File: src/rtl/load_store_unit_pkg.sv
// -----------------------------------------------------------------------------
// load_store_unit_pkg
//
// Shared ISA-side types for the hart load/store path:
//   - XLEN                 : data/address width (RV32I)
//   - write_width_t        : byte/halfword/word write width toward memory
//   - mem_control_t        : registered control bundle driven toward memory
//   - lsu_funct3_t         : RV32I load/store funct3 encodings
//   - lsu_state_t          : load_store_unit sequencer states
//   - load_extend()        : sign/zero extension of a load result
//   - store_width()        : funct3 -> write width for stores
//   - lsu_funct3_legal()   : funct3 legality for loads and stores
//   - lsu_misaligned()     : natural-alignment test for an access
//
// Build option:
//   LSU_MISALIGN_TRAP_EN   : when defined, misaligned halfword/word accesses
//                            are treated as illegal requests (fault, no
//                            memory access). When undefined they go to memory
//                            as-is and memory handles them byte-wise.
// -----------------------------------------------------------------------------
package load_store_unit_pkg;

  localparam int XLEN = 32;

  typedef enum logic [1:0] {
    write_byte     = 2'd0,
    write_halfword = 2'd1,
    write_word     = 2'd2
  } write_width_t;

  typedef struct packed {
    logic [XLEN-1:0] addr;
    logic            wenable;
    logic [XLEN-1:0] wdata;
    write_width_t    wwidth;
  } mem_control_t;

  // Loads use all five codes; stores use only the first three (SB/SH/SW).
  typedef enum logic [2:0] {
    F3_BYTE   = 3'b000,
    F3_HALF   = 3'b001,
    F3_WORD   = 3'b010,
    F3_BYTE_U = 3'b100,
    F3_HALF_U = 3'b101
  } lsu_funct3_t;

  typedef enum logic [1:0] {
    LSU_IDLE  = 2'd0,
    LSU_STORE = 2'd1,
    LSU_LOAD  = 2'd2,
    LSU_RESP  = 2'd3
  } lsu_state_t;

`ifdef LSU_MISALIGN_TRAP_EN
  localparam bit LSU_MISALIGN_TRAP = 1'b1;
`else
  localparam bit LSU_MISALIGN_TRAP = 1'b0;
`endif

  // Extend the low bytes of a memory word according to the load funct3.
  // Unknown codes pass the word through; they never reach here because
  // illegal loads are diverted before any memory access.
  function automatic logic [XLEN-1:0] load_extend(input logic [2:0]      funct3,
                                                  input logic [XLEN-1:0] word);
    logic [XLEN-1:0] ext;
    ext = word;
    case (funct3)
      F3_BYTE:   ext = {{(XLEN-8){word[7]}}, word[7:0]};
      F3_BYTE_U: ext = {{(XLEN-8){1'b0}}, word[7:0]};
      F3_HALF:   ext = {{(XLEN-16){word[15]}}, word[15:0]};
      F3_HALF_U: ext = {{(XLEN-16){1'b0}}, word[15:0]};
      F3_WORD:   ext = word;
      default:   ext = word;
    endcase
    return ext;
  endfunction

  function automatic write_width_t store_width(input logic [2:0] funct3);
    write_width_t w;
    w = write_word;
    case (funct3)
      F3_BYTE: w = write_byte;
      F3_HALF: w = write_halfword;
      F3_WORD: w = write_word;
      default: w = write_word;
    endcase
    return w;
  endfunction

  function automatic logic lsu_funct3_legal(input logic       is_store,
                                            input logic [2:0] funct3);
    logic ok;
    ok = 1'b0;
    if (is_store) begin
      ok = (funct3 == F3_BYTE) || (funct3 == F3_HALF) || (funct3 == F3_WORD);
    end else begin
      ok = (funct3 == F3_BYTE)   || (funct3 == F3_HALF) || (funct3 == F3_WORD) ||
           (funct3 == F3_BYTE_U) || (funct3 == F3_HALF_U);
    end
    return ok;
  endfunction

  // funct3[1:0] encodes the access size for every legal code:
  // 00 byte, 01 halfword, 10 word.
  function automatic logic lsu_misaligned(input logic [2:0] funct3,
                                          input logic [1:0] addr_lo);
    logic mis;
    mis = 1'b0;
    case (funct3[1:0])
      2'b01:   mis = addr_lo[0];
      2'b10:   mis = (addr_lo != 2'b00);
      default: mis = 1'b0;
    endcase
    return mis;
  endfunction

endpackage

File: src/rtl/load_store_unit_load_format.sv
// -----------------------------------------------------------------------------
// lsu_load_format
//
// Combinational load-data extender, sitting on the mem_rdata sample path of
// load_store_unit. Kept as its own module so it can be exercised standalone.
//
// Ports:
//   funct3  in   3     load funct3 (LB/LH/LW/LBU/LHU)
//   word    in   XLEN  raw memory read data, byte at addr in [7:0]
//   rdata   out  XLEN  sign- or zero-extended result
// -----------------------------------------------------------------------------
module lsu_load_format
  import load_store_unit_pkg::*;
(
  input  logic [2:0]      funct3,
  input  logic [XLEN-1:0] word,
  output logic [XLEN-1:0] rdata
);

  always_comb begin
    rdata = load_extend(funct3, word);
  end

endmodule

File: src/rtl/load_store_unit.sv
// -----------------------------------------------------------------------------
// load_store_unit
//
// Hart-side sequencer between execute and memory. Takes one RV32I load or
// store per transaction, drives a registered mem_control_t toward memory,
// waits out the memory read latency, extends load data and returns a single
// response. Illegal requests return immediately with resp_fault=1 and never
// touch memory.
//
// Parameters:
//   READ_LATENCY  cycles from a stable mem_ctrl.addr until mem_rdata is valid
//                 (0 = combinational, legal range 0-7)
//
// Build option:
//   LSU_MISALIGN_TRAP_EN  misaligned halfword/word requests take the fault path
//
// Ports:
//   clock, reset       system clock, synchronous active-high reset
//   req_valid/ready    request handshake (ready only in IDLE)
//   req_store          1 = store, 0 = load
//   req_funct3         RV32I funct3
//   req_addr           byte address, passed through unchanged
//   req_wdata          store data, right-aligned
//   resp_valid/ready   response handshake
//   resp_rdata         extended load data; 0 for stores and faults
//   resp_fault         request was illegal
//   mem_ctrl           registered addr/wenable/wdata/wwidth toward memory
//   mem_rdata          memory read data
//   state_dbg          current sequencer state (lsu_state_t encoding)
//
// Handshake: a transfer happens on a clock edge where valid && ready. A
// request is accepted in IDLE at the first edge with req_valid=1; req_valid
// seen in any other state is ignored (nothing is queued). Once resp_valid is
// raised, resp_valid, resp_rdata and resp_fault stay put until the edge where
// resp_ready=1; resp_valid does not depend on resp_ready.
// -----------------------------------------------------------------------------
module load_store_unit
  import load_store_unit_pkg::*;
#(
  parameter int READ_LATENCY = 1
)
(
  input  logic             clock,
  input  logic             reset,
  input  logic             req_valid,
  output logic             req_ready,
  input  logic             req_store,
  input  logic [2:0]       req_funct3,
  input  logic [XLEN-1:0]  req_addr,
  input  logic [XLEN-1:0]  req_wdata,
  output logic             resp_valid,
  input  logic             resp_ready,
  output logic [XLEN-1:0]  resp_rdata,
  output logic             resp_fault,
  output mem_control_t     mem_ctrl,
  input  logic [XLEN-1:0]  mem_rdata,
  output logic [1:0]       state_dbg
);

  // Countdown start value: LOAD lasts READ_LATENCY+1 cycles, the last one
  // being the cycle in which the counter reads zero.
  localparam logic [2:0] LOAD_CNT_INIT = 3'(READ_LATENCY);

  lsu_state_t      state;
  lsu_state_t      state_next;
  logic [2:0]      load_cnt;
  logic [2:0]      funct3_q;
  logic            req_legal;
  logic            accept;
  logic            load_done;
  logic [XLEN-1:0] load_fmt_data;

  // Legality is judged on the live request so the IDLE decision and the
  // fault flag agree on the accepting edge.
  always_comb begin
    req_legal = lsu_funct3_legal(req_store, req_funct3) &&
                !(LSU_MISALIGN_TRAP && lsu_misaligned(req_funct3, req_addr[1:0]));
  end

  assign accept    = (state == LSU_IDLE) && req_valid;
  assign load_done = (state == LSU_LOAD) && (load_cnt == 3'd0);
  assign state_dbg = state;

  // ---------------------------------------------------------------------------
  // FSM: state register
  // ---------------------------------------------------------------------------
  always_ff @(posedge clock) begin
    if (reset) begin
      state <= LSU_IDLE;
    end else begin
      state <= state_next;
    end
  end

  // ---------------------------------------------------------------------------
  // FSM: next state and handshake outputs
  // ---------------------------------------------------------------------------
  always_comb begin
    state_next = state;
    req_ready  = 1'b0;
    resp_valid = 1'b0;
    case (state)
      LSU_IDLE: begin
        req_ready = 1'b1;
        if (req_valid) begin
          if (!req_legal) begin
            state_next = LSU_RESP;
          end else if (req_store) begin
            state_next = LSU_STORE;
          end else begin
            state_next = LSU_LOAD;
          end
        end
      end
      LSU_STORE: begin
        state_next = LSU_RESP;
      end
      LSU_LOAD: begin
        if (load_cnt == 3'd0) begin
          state_next = LSU_RESP;
        end
      end
      LSU_RESP: begin
        resp_valid = 1'b1;
        if (resp_ready) begin
          state_next = LSU_IDLE;
        end
      end
      default: begin
        state_next = LSU_IDLE;
      end
    endcase
  end

  // ---------------------------------------------------------------------------
  // Load data extension on the sample path
  // ---------------------------------------------------------------------------
  lsu_load_format u_load_format (
    .funct3 (funct3_q),
    .word   (mem_rdata),
    .rdata  (load_fmt_data)
  );

  // ---------------------------------------------------------------------------
  // Datapath: memory control, load counter and response registers.
  // wenable defaults low every cycle, so it is high for exactly the one STORE
  // cycle following acceptance. addr/wdata/wwidth only change on acceptance of
  // a legal request and otherwise hold their last values.
  // ---------------------------------------------------------------------------
  always_ff @(posedge clock) begin
    if (reset) begin
      mem_ctrl.addr    <= '0;
      mem_ctrl.wenable <= 1'b0;
      mem_ctrl.wdata   <= '0;
      mem_ctrl.wwidth  <= write_word;
      load_cnt         <= 3'd0;
      funct3_q         <= 3'd0;
      resp_rdata       <= '0;
      resp_fault       <= 1'b0;
    end else begin
      mem_ctrl.wenable <= 1'b0;

      if (accept) begin
        funct3_q   <= req_funct3;
        resp_rdata <= '0;
        resp_fault <= !req_legal;
        if (req_legal) begin
          mem_ctrl.addr <= req_addr;
          load_cnt      <= LOAD_CNT_INIT;
          if (req_store) begin
            mem_ctrl.wenable <= 1'b1;
            mem_ctrl.wdata   <= req_wdata;
            mem_ctrl.wwidth  <= store_width(req_funct3);
          end
        end
      end

      if (state == LSU_LOAD) begin
        if (load_done) begin
          resp_rdata <= load_fmt_data;
        end else begin
          load_cnt <= load_cnt - 3'd1;
        end
      end
    end
  end

endmodule

File: config.mk
export PLATFORM = sky130hd
export DESIGN_NAME = load_store_unit
export DESIGN_NICKNAME = d
export VERILOG_FILES = /design/src/rtl/load_store_unit_pkg.sv /design/src/rtl/load_store_unit_load_format.sv /design/src/rtl/load_store_unit.sv
export SDC_FILE = /design/constraint.sdc
export NUM_CORES = 1
export LEC_CHECK = 0
export CORE_MARGIN = 3
export CORE_UTILIZATION = 40
export CTS_CLUSTER_SIZE = 28
export DETAILED_ROUTE_END_ITERATION = 12
export HOLD_SLACK_MARGIN = 0.06
export PLACE_DENSITY = 0.8
export SYNTH_ARGS = -nofsm -noshare
export SYNTH_HDL_FRONTEND = slang
export SYNTH_SLANG_ARGS = --single-unit
File: constraint.sdc
create_clock -name clock -period 2.15 [get_ports clock]
set_input_delay 0.43 -clock clock [delete_from_list [all_inputs] [get_ports clock]]
set_output_delay 0.43 -clock clock [all_outputs]
set_load 0.05 [all_outputs]
* Yosys cells after proc, flatten, opt, wreduce, memory -nomap -nowiden
Cells that the tools add are included.
** Cells by class
- Reduce and logical (&&, ||, !) cells :: 15
- Multiplexer cells :: 19
- Bitwise gates (word level) :: 2
- Equality and inequality tests :: 13
- Add/subtract/negate cells :: 1
** Operator list (number)
- $pmux 32 s4 :: 1
- $mux 32 :: 3
- $mux 35 :: 1
- $eq 3x3->1 const B :: 4
- $mux 3 :: 4
- $mux 2 :: 5
- $logic_not 3->1 :: 3
- $pmux 2 s4 :: 1
- $eq 3x1->1 const B :: 2
- $reduce_and 3->1 :: 2
- $eq 2x2->1 const B :: 2
- $logic_or 1x1->1 :: 4
- $ne 2x2->1 const B :: 2
- $pmux 2 s2 :: 1
- $eq 3x2->1 const B :: 1
- $mux 1 :: 3
- $reduce_or 3->1 :: 1
- $sub 3x1->3 const B :: 1
- $eq 2x1->1 const B :: 1
- $logic_and 1x1->1 :: 2
- $logic_not 2->1 :: 1
- $ne 2x1->1 const B :: 1
- $not 1->1 :: 2
- $reduce_and 2->1 :: 1
- $logic_not 1->1 :: 1
** Word-level totals
- Word-level logic and storage cells :: 59
- Flip-flop bits (word level) :: 108
- Input port bits :: 104

* Longest topological paths before layout
Gate-level depths: netlist (run 1).
- Depth in word-level cells :: 10
- Depth in mapped cells :: 9
- Mapped depth without buffers :: 6

* Modules after synthesis
From an unflattened synthesis (run 1), not the netlist that was laid out.
** Second synthesis, totals
- Cell total of the unflattened synthesis :: 563
- Area total of the unflattened synthesis :: 4316.6 µm²
** Modules (own cells, without submodules)
- load_store_unit :: instances 1, area an instance 3961.3 µm², sequential area each 2162.1 µm², cells an instance 496
- lsu_load_format :: instances 1, area an instance 355.3 µm², sequential area each 0.0 µm², cells an instance 67

* Worst setup path before layout (run 1)
Ideal clock, no wire load.
- Kind :: register to register
- Start point :: reg state[0], in the netlist state_dbg[0]
- End point :: reg mem_ctrl[47] (netlist bit)
- Stages on the path, launching flop included :: 10
- Arrival :: 2090 ps
- Setup time :: 138 ps
- Path slack :: -78 ps
- Required time :: 2012 ps
- Cells stage by stage :: dfxtp_1 > inv_1 > ha_1 > and2_1 > buf_2 > o21a_1 > buf_4 > buf_6 > nand2_1 > a21oi_1
** On the way
- Longest elaborated chain between the ends :: 3
** Ends and longest elaborated chain
- from (decl) :: RTL line load_store_unit.sv:64 : lsu_state_t state;
- from (signal assigned) :: RTL line load_store_unit.sv:91 : state <= state_next;
- $logic_not 2->1 :: RTL line load_store_unit.sv:80 : assign accept = (state == LSU_IDLE) && req_valid;
- $logic_and 1x1->1 :: RTL line load_store_unit.sv:80
- $reduce_and 2->1 (no line)
- to (decl) :: RTL line load_store_unit.sv:55 : output mem_control_t mem_ctrl,
Every way passes these cells.
A chain may end at the register's enable or synchronous reset.

* Worst setup path after layout (run 1)
- Start point :: reg state[1], in the netlist state_dbg[1]
- End point :: out state_dbg[1]
** RTL lines
- to (decl) :: RTL line load_store_unit.sv:57 : output logic [1:0] state_dbg
No word-level cell between the ends.

==> results of run 1 <==
-- routing by layer --
layer	share of wire, %	vias up
met3	6.6	27
met4	2.6	0
met2	51	136
li1	-	2104
met1	40	2002
met5	0	-
-- power by group through the flow --
stage	Combinational (mW)	Clock [mW]	Sequential, mW
final	3.34	1.21	2.49
after global routing	3.57	1.31	2.53
after CTS	3.36	1.25	2.49
after detailed placement	3.35	0	2.54
after global placement	3.28	0	2.52
after floorplan	1.29	0	3.48
-- sequential cells by signal, indices dropped and copies added, names as in the netlist --
signal      cells
mem_ctrl       67
funct3_q        3
load_cnt        3
state_dbg       2
resp_fault      1
resp_rdata     32
-- placed cells by master (no fill, tap or decap), types with 3 or more instances in the layout --
master,count
a211oi_1,7
a211oi_2,10
a21oi_1,117
buf_12,6
buf_4,12
clkbuf_8,11
clkdlybuf4s50_1,204
dfxtp_1,107
ha_1,4
inv_1,7
nand2_1,146
nand3_1,18
nor2_1,10
nor3_1,3
o21a_1,9
o21ai_0,9
-- final timing paths --
kind	start	end	slack (ns)	depth (start not counted)
max reg2reg	state_dbg[0]	resp_rdata[27]	0.48	7
min	mem_ctrl[66]	mem_ctrl[66]	0.46	2
max	state_dbg[1]	state_dbg[1]	0.13	1
min reg2reg	mem_ctrl[66]	mem_ctrl[66]	0.46	2
-- stage by stage --
stage	power (mW)	setup slack, ns	instance area, µm²	hold slack, ns
after floorplan	4.77	0.134	4210	0.443
after global placement	5.81	0.298	6410	0.441
after detailed placement	5.89	0.217	6410	0.446
after CTS	7.10	0.0928	6610	0.461
after global routing	7.40	0.0563	6610	0.478
final	7.04	0.125	6610	0.460
-- cells by family (layout without fill, tap and decap cells) --
logic type / Yosys count / in the layout / synth area share [%]
AOI/OAI and AO/OA: 160 / 160 / 22.6
adders and majority gates: 5 / 5 / 1.49
buffers and inverters: 50 / 245 / 5.80
DFF: 108 / 108 / 51.4
muxes: 1 / 1 / 0.238
and+or+nand+nor: 189 / 189 / 18.6
-- area by class of cell --
cell class	instances	area [µm²]
timing repair buffer	222	2250
clock buffer	11	151
clock inverter	5	42.5
fill	845	3390
inverter	7	26.3
tap	133	166
sequential	108	2160
multi-input combinational	355	1810
==> results.md, run 1 <==
* Outcome: finished, final reports clean
* Startpoint types: flip-flop
* Vias/cell at 5.08
* Sw frac at 43.2%
* Max-cap violations at 0
* ANT nets after route at 0
* Synth area leaders: dfxtp_1, a21oi_1, nand2_1, a211oi_2, buf_2
* Total Routing Usage GR at 19.9%
* Ys flop type: dfxtp_1
* Data required time of the critical path at 1.72 ns
* Clk_skew at 0.0178 ns
* Top-count cell post-synth: nand2_1
* VDD IR-drop max at 0.000621 V
* Busiest grt layer: met2
* Clock share of power at 17.2%
* First-pass GRT wire length at 19000 µm
* Gpl congestion at 0.780
* Hold Vio Cnt, Final at 0
* Top cells by count, synth: nand2_1, a21oi_1, dfxtp_1
* Initial antenna violation count at 0
* Mapped Nets at 622
* DRT iter0 DRCs at 213
* Post-Syn Area per Cell at 8.21 µm²
* Arr. time, crit path at 1.59 ns
* Sw power at 3.04 mW
* Tmin final at 2.02 ns
* Placed cells at 825
* DRT Pass-1 Iters at 4
* CP Cell Sequence: clkdlybuf4s50_1
* Clk sink count at 108
* Worst Hold Class: reg2reg
* Largest delay share family, worst path: buffers and inverters
* Kind of critical path: reg2out
* Layout Utilization at 66.1%
* Clock Latency Late Sink at 0.36 ns
* Die area at 11800 µm²
* Area Overhead vs Synth at 57.0%
* Via Count at 4269
* CTS max path bufs at 2
* Largest net degree at the start of global routing at 52
* Met2 Track Usage GR at 35.3%
* Port bufs at 207
* Finished Layout Cells at 841
* Synth async-reset ratio at 0%
* H-Tree Level Count at 3
* Mapped Cells at 513
* Crit Path Max Fanout at 4
* TritonCTS Buffers at 9
* Synth top area share at 51.4%
* CP Buf/Inv Count at 1
* Final Cycle Share at 94.2%
* CP peak stage delay at 0.85 ns
* Leak at 2.31 nW
* Nets at 812
* Pwr Density at 1060 nW/µm²
* Sequential fraction of the synthesis area at 51.4%
* Hold_buf cts at 0
* Grt ovf at 0
* Int Pwr at 4.00 mW
* Slew headroom at 59.9%
* FF+latch count, synth at 108
* Combinational share of power at 47.4%
* Diode count at 0
* Die Ht at 109 µm
* Io pins at 208
* WL final at 12400 µm
* Worst-path clk slew at 0.10 ns
* Layout cells sized above 1 at 7.20%
* CTS tree: built
* Core area at 10000 µm²
* Initial cell density of the core at 42.1%
* Setup TNS Final at 0 ns
* Root buf cell: clkbuf_8
* Area leader, netlist: dfxtp_1
* Cts repair resizes at 0
* Endpoint type of the worst setup path: output pin
* Postcts setup bufs at 0
* CP max stage cell: clkdlybuf4s50_1
* Hpwl dp at 9090 µm
* RSZ-0062 raised after global routing: no
* DRC Markers at 0
* Highest clock rate at 494 MHz
* Yosys warns at 0
* Slew Limit Fails at 0
* Wire per inst at 14.7 µm
* Number of synthesized flops with an enable pin at 0
* Syn Std Cell Area at 4210 µm²
* Slew of the pin with the lowest slew margin at 0.600 ns
* Reg power frac at 35.4%
* Die outline width at 109 µm
* Synth cell types at 32
* Met1 usage at 23.1%
* Vias in the first global route at 4052
* Met3 GRT Util at 4.84%
* Setup-failing EPs final at 0
* Rows at 36
(Power assumes the default switching activity.)
==> run 2, diff against run 1 <==
==> constraint.sdc (replaced) <==
create_clock -name clock -period 2.11 [get_ports clock]
set_input_delay 0.422 -clock clock [delete_from_list [all_inputs] [get_ports clock]]
set_output_delay 0.422 -clock clock [all_outputs]
set_load 0.05 [all_outputs]
==> run 2 against run 1 <==
Net effect:
- register-to-register slack got worse by 0.07 ns
- sequential share of layout area fell by 0.11 points
- critical path depth did not move
- sequential power rose by 2%
- combinational power rose by 1%
- critical path type unchanged
- largest cell class unchanged
==> results.md, run 2 (synthesis results as in run 1) <==
* Arr. time, crit path at 1.57 ns (-0.02 ns)
* H-Tree Level Count at 3 (unchanged)
* Largest delay share family, worst path: buffers and inverters
* Clk sink count at 108 (unchanged)
* First-pass GRT wire length at 19300 µm (+1.8%)
* Area after DPL at 6420 µm² (about the same)
* Wire per inst at 14.9 µm (+1.4%)
* Worst Hold Class: reg2reg
* CP Cell Sequence: clkdlybuf4s50_1
* Data required time of the critical path at 1.69 ns (-0.03 ns)
* CP Buf/Inv Count at 1 (unchanged)
* Highest clock rate at 502 MHz
* Total Routing Usage GR at 20.4% (+0.53 points)
* Startpoint types: flip-flop
* Postcts setup bufs at 0 (unchanged)
* Via Count at 4218 (-1.2%)
* RSZ-0062 raised after global routing: no
* CTS max path bufs at 2 (unchanged)
* Slew of the pin with the lowest slew margin at 0.592 ns (-0.00819 ns)
* ANT nets after route at 0 (unchanged)
* Die area at 11800 µm² (unchanged)
* Layout cells sized above 1 at 7.08% (-0.12 points)
* DRT iter0 DRCs at 245 (+15%)
* FF/Latch Area at 2160 µm² (unchanged)
* Multi-input logic area at 1810 µm² (unchanged)
* TritonCTS Buffers at 9 (unchanged)
* Grt ovf at 0 (unchanged)
* Nets at 811 (-0.12%)
* Slew Limit Fails at 0 (unchanged)
* Vias/cell at 5.03 (-0.96%)
* CTS tree: built
* Largest net degree at the start of global routing at 39 (-25%)
* Crit Path Max Fanout at 2 (-2)
* Max reg flops at 67 (unchanged)
* Diode count at 0 (unchanged)
* Top Registers: mem_ctrl (67), resp_rdata (32)
* Setup-failing EPs final at 0 (unchanged)
* Clock Latency Late Sink at 0.37 ns (about the same)
* Most flop-heavy register: mem_ctrl
* Tmin final at 1.99 ns
* Uppermost layer routed: met4
* Final Cycle Share at 94.4%
* Total power at 7.29 mW (+3.7%)
* Most frequent cells in the layout: clkdlybuf4s50_1, nand2_1, a21oi_1, dfxtp_1, nand3_1
* Commonest non-fill, non-tap cell in the layout: clkdlybuf4s50_1
* Leak at 2.31 nW (+0.21%)
* Die outline width at 109 µm (unchanged)
* Pwr Density at 1100 nW/µm² (+3.3%)
* Hold_buf cts at 0 (unchanged)
* Die Ht at 109 µm (unchanged)
* Cts repair resizes at 0 (unchanged)
* Port bufs at 207 (unchanged)
* Filler instances at 843 (-0.24%)
* Met1 Wirelength at 4920 µm (+0.63%)
* CP max stage cell: clkdlybuf4s50_1
* Initial antenna violation count at 0 (unchanged)
* Rows at 36 (unchanged)
* Hpwl dp at 9010 µm (-0.83%)
* Gpl congestion at 0.749 (-3.9%)
* Hold Vio Cnt, Final at 0 (unchanged)
* Kind of critical path: reg2out
* DRC Markers at 0 (unchanged)
* Met2 wire length at 6440 µm (+1.6%)
* Setup TNS Final at 0 ns (unchanged)
* Root buf cell: clkbuf_8
* Core area at 10000 µm² (unchanged)
* CP peak stage delay at 0.84 ns (about the same)
* Outcome: finished, final reports clean
* Met3 wire length at 854 µm (+4.3%)
* WL final at 12500 µm (+1.1%)
* Io pins at 208 (unchanged)
* Slew headroom at 60.4% (+0.55 points)
* Area Overhead vs Synth at 57.5%
* Endpoint type of the worst setup path: output pin
* Initial cell density of the core at 42.1% (unchanged)
* DRT Pass-1 Iters at 4 (unchanged)
* Worst-path clk slew at 0.10 ns (about the same)
* Clk_skew at 0.0100 ns (-0.00774 ns)
* Final instance area at 6630 µm² (+0.34%)
* Vias in the first global route at 3977 (-1.9%)
* VDD IR-drop max at 0.000531 V (-15%)
* Max-cap violations at 0 (unchanged)
[run 2: changes by cell type in the layout (fill, tap and decap cells not counted), sizes merged]
cell / delta
bufinv: +2
clkdlybuf4s50: -1
clkinvlp: +1
inv: -3
clkinv: +1
clkbuf: -2
[run 2: worst paths after layout]
| kind | from | end | slack [ns] | cells past startpoint |
|---|---|---|---|---|
| hold reg to reg | mem_ctrl[43] | mem_ctrl[43] | 0.46 | 2 |
| setup / recovery | mem_ctrl[15] | mem_ctrl[15] | 0.12 | 1 |
| setup reg to reg | state_dbg[1] | mem_ctrl[55] | 0.41 | 8 |
| hold / removal | mem_ctrl[43] | mem_ctrl[43] | 0.46 | 2 |
[run 2: stage by stage]
| stage | worst slack [ns] | hold slack (ns) | std cells | util (%) |
|---|---|---|---|---|
| 3_3_place_gp | 0.269 | 0.441 | 824 | 64.2 |
| 3_5_place_dp | 0.209 | 0.447 | 824 | 64.2 |
| 2_1_floorplan | 0.0935 | 0.443 | 513 | - |
| 6_report | 0.119 | 0.459 | 839 | 66.3 |
| 4_1_cts | 0.107 | 0.459 | 839 | 66.3 |
| 5_1_grt | 0.0787 | 0.477 | 839 | 66.3 |
[run 2: power by group]
part	internal, mW	switching [mW]
clock	0.664	0.696
combinational	1.20	2.19
sequential	2.35	0.188
[run 2: final cells by class]
| class | count | area share, % |
|---|---|---|
| tap | 133 | 2.51 |
| timing repair buffer | 221 | 34.0 |
| sequential | 108 | 32.6 |
| clock buffer | 9 | 1.87 |
| inverter | 7 | 0.396 |
| multi-input combinational | 355 | 27.2 |
| clock inverter | 6 | 1.36 |
[run 2: routing by layer]
layer	vias to the layer above	track usage, %
li1	2099	-
met1	1956	24.3
met2	143	36.0
met3	20	4.06
met4	0	8.03
met5	-	0
[run 2: worst register-to-register path, cell delays in order, from the launching register on]
cell and delay [ns]:
dfxtp_1 0.44, inv_1 0.10, ha_2 0.23, and2_1 0.17
buf_4 0.15, o21ai_2 0.10, buf_12 0.21, nand2_1 0.08
a21oi_1 0.15
==> run 3, diff against run 2 <==
--- a/config.mk
+++ b/config.mk
@@ -5,12 +5,13 @@
 export SDC_FILE = /design/constraint.sdc
 export NUM_CORES = 1
 export LEC_CHECK = 0
+export CORE_ASPECT_RATIO = 2
 export CORE_MARGIN = 3
 export CORE_UTILIZATION = 40
 export CTS_CLUSTER_SIZE = 28
 export DETAILED_ROUTE_END_ITERATION = 12
 export HOLD_SLACK_MARGIN = 0.06
-export PLACE_DENSITY = 0.8
+export PLACE_DENSITY = 0.91
 export SYNTH_ARGS = -nofsm -noshare
 export SYNTH_HDL_FRONTEND = slang
 export SYNTH_SLANG_ARGS = --single-unit
==> run 3 against run 2 <==
Net effect:
- global-route usage increased by 1.2 points
- clock-buffer cell count grew 2
- flip-flop and latch count unchanged
- via count grew 2.2%
- wire length is 5.1% higher
- worst hold slack lost 0.0016 ns
- clock skew is 0.0021 ns higher
- final area is 1.9% higher
- critical path type unchanged
==> results.md, run 3 (synthesis results as in run 1) <==
* Placed cells at 828 (+0.49%)
* Die Ht at 151 µm (+39%)
* Met3 wire length at 732 µm (-14%)
* Max reg flops at 67 (unchanged)
* Clock Latency Late Sink at 0.34 ns (-0.03 ns)
* Most frequent cells in the layout: clkdlybuf4s50_1, nand2_1, a21oi_1, dfxtp_1, nand3_1
* Met1 Wirelength at 4650 µm (-5.4%)
* Critical Path Source: resp_rdata[10]
* Uppermost layer routed: met4
* Worst Hold Class: reg2reg
* CP max stage cell: clkdlybuf4s50_1
* Gpl congestion at 0.764 (+2.0%)
* Area Overhead vs Synth at 60.5%
* Outcome: finished, final reports clean
* Clock share of power at 24.4% (+5.7 points)
* VDD IR-drop max at 0.000626 V (+18%)
* Sw power at 3.12 mW (+1.5%)
* Int Pwr at 4.75 mW (+13%)
* Core area at 10200 µm² (+2.2%)
* Port bufs at 207 (unchanged)
* Worst-path clk slew at 0.07 ns (-0.03 ns)
* Endpoint type of the worst setup path: output pin
* Largest net degree at the start of global routing at 57 (+46%)
* WP depth at 1 (unchanged)
* Vias/cell at 5.11 (+1.6%)
* DRC Markers at 0 (unchanged)
* Final Cycle Share at 93.1% (-1.2 points)
* Kind of critical path: reg2out
* Die outline width at 78.5 µm (-28%)
* Slew of the pin with the lowest slew margin at 0.604 ns (+0.0122 ns)
* Reg-to-Reg End: mem_ctrl[63]
* Total Routing Usage GR at 21.7% (+1.2 points)
* Vias in the first global route at 4347 (+9.3%)
* Setup-failing EPs final at 0 (unchanged)
* Arr. time, crit path at 1.54 ns (-0.03 ns)
* Data required time of the critical path at 1.69 ns (about the same)
* Root buf cell: clkbuf_16
* Reg2Reg Depth at 7 (-1)
* Met2 wire length at 7150 µm (+11%)
* Rows at 52 (+44%)
* Postcts setup bufs at 0 (unchanged)
* Diode count at 0 (unchanged)
* Tmin final at 1.96 ns (-0.0263 ns)
* R2R Setup Slk at 0.43 ns (+0.02 ns)
* Clk_skew at 0.0121 ns (+0.00209 ns)
* Setup TNS Final at 0 ns (unchanged)
* Highest clock rate at 509 MHz (+1.3%)
* CTS tree: built
* First-pass GRT wire length at 20600 µm (+6.8%)
* WL final at 13100 µm (+5.1%)
* PnR worst setup slack at 0.145 ns (+0.0263 ns)
* Slew Limit Fails at 0 (unchanged)
* Layout cells sized above 1 at 7.33% (+0.25 points)
* Sw frac at 39.7% (-2.5 points)
* Total power at 7.87 mW (+7.9%)
* CP Buf/Inv Count at 1 (unchanged)
* Setup Slack @ Placement at 0.166 ns (-0.0424 ns)
* Hold_buf cts at 0 (unchanged)
* Via Count at 4311 (+2.2%)
* CP peak stage delay at 0.85 ns (about the same)
* Top Registers: mem_ctrl (67), resp_rdata (32)
* Grt ovf at 0 (unchanged)
* CTS max path bufs at 2 (unchanged)
* DRT iter0 DRCs at 182 (-26%)
* TritonCTS Buffers at 9 (unchanged)
* Crit Path Max Fanout at 2 (unchanged)
* ANT nets after route at 0 (unchanged)
* Final instance area at 6760 µm² (+1.9%)
* Finished Layout Cells at 844 (+0.60%)
* Io pins at 208 (unchanged)
* Slew headroom at 59.7% (-0.71 points)
* Setup crit end: resp_rdata[10]
* Max-cap violations at 0 (unchanged)
* Hpwl dp at 9870 µm (+9.5%)
* Pwr Density at 1160 nW/µm² (+5.9%)
* RSZ-0062 raised after global routing: no
* Die area at 11900 µm² (+0.63%)
* Initial cell density of the core at 41.2% (-0.89 points)
* H-Tree Level Count at 3 (unchanged)
* Leak at 2.38 nW (+2.7%)
* Initial antenna violation count at 0 (unchanged)
* DRT Pass-1 Iters at 6 (+2)
* Area after DPL at 6410 µm² (-0.12%)
* Commonest non-fill, non-tap cell in the layout: clkdlybuf4s50_1
* Crit Reg-Reg Startpoint: state_dbg[1]
* Largest delay share family, worst path: buffers and inverters
* CP Cell Sequence: clkdlybuf4s50_1
* Wire per inst at 15.6 µm (+4.5%)
* Hold Vio Cnt, Final at 0 (unchanged)
* Most flop-heavy register: mem_ctrl
* Reg power frac at 32.3% (-2.5 points)
* Startpoint types: flip-flop
* Nets at 813 (+0.25%)
* Clk sink count at 108 (unchanged)
* Cts repair resizes at 0 (unchanged)
* Combinational share of power at 43.3% (-3.2 points)
[run 3: power groups by stage]
stage | sequential, mW | clock [mW] | combinational, mW
2_1_floorplan | 3.54 | 0 | 1.32
3_3_place_gp | 2.56 | 0 | 3.32
3_5_place_dp | 2.59 | 0 | 3.41
4_1_cts | 2.54 | 1.98 | 3.43
5_1_grt | 2.58 | 2.05 | 3.63
6_report | 2.54 | 1.92 | 3.41
[run 3: stage by stage]
step | utilization, % | hold WS [ns]
after floorplan | - | 0.443
after global placement | 62.8 | 0.441
after detailed placement | 62.8 | 0.449
after CTS | 66.2 | 0.456
after global routing | 66.2 | 0.475
final | 66.2 | 0.457
[run 3: cell type report]
type                       count  area [µm²]
fill                         876        3460
clock inverter                 5         106
sequential                   108        2160
multi-input combinational    355        1810
timing repair buffer         223        2240
inverter                       7        26.3
clock buffer                  11         243
tap                          135         169
[run 3: per-layer routing]
| metal | track usage (%) | up-vias |
|---|---|---|
| li1 | - | 2107 |
| met1 | 22.1 | 1996 |
| met4 | 11.0 | 0 |
| met2 | 40.2 | 165 |
| met5 | 0 | - |
| met3 | 5.06 | 43 |
[run 3: worst min-delay path by stage]
stage            startpoint            to  depth (start not counted)
6_report       mem_ctrl[66]  mem_ctrl[66]                          2
4_1_cts        mem_ctrl[66]  mem_ctrl[66]                          2
5_1_grt        mem_ctrl[41]  mem_ctrl[41]                          2
3_5_place_dp   mem_ctrl[66]  mem_ctrl[66]                          2
3_3_place_gp   mem_ctrl[13]  mem_ctrl[13]                          2
2_1_floorplan   load_cnt[0]   load_cnt[0]                          1
[run 3: tightest hold or removal path: cells and delay by family (launching register included)]
kind | cells | cell delay [ns]
flops | 1 | 0.31
simple gates | 1 | 0.05
compound gates | 1 | 0.05
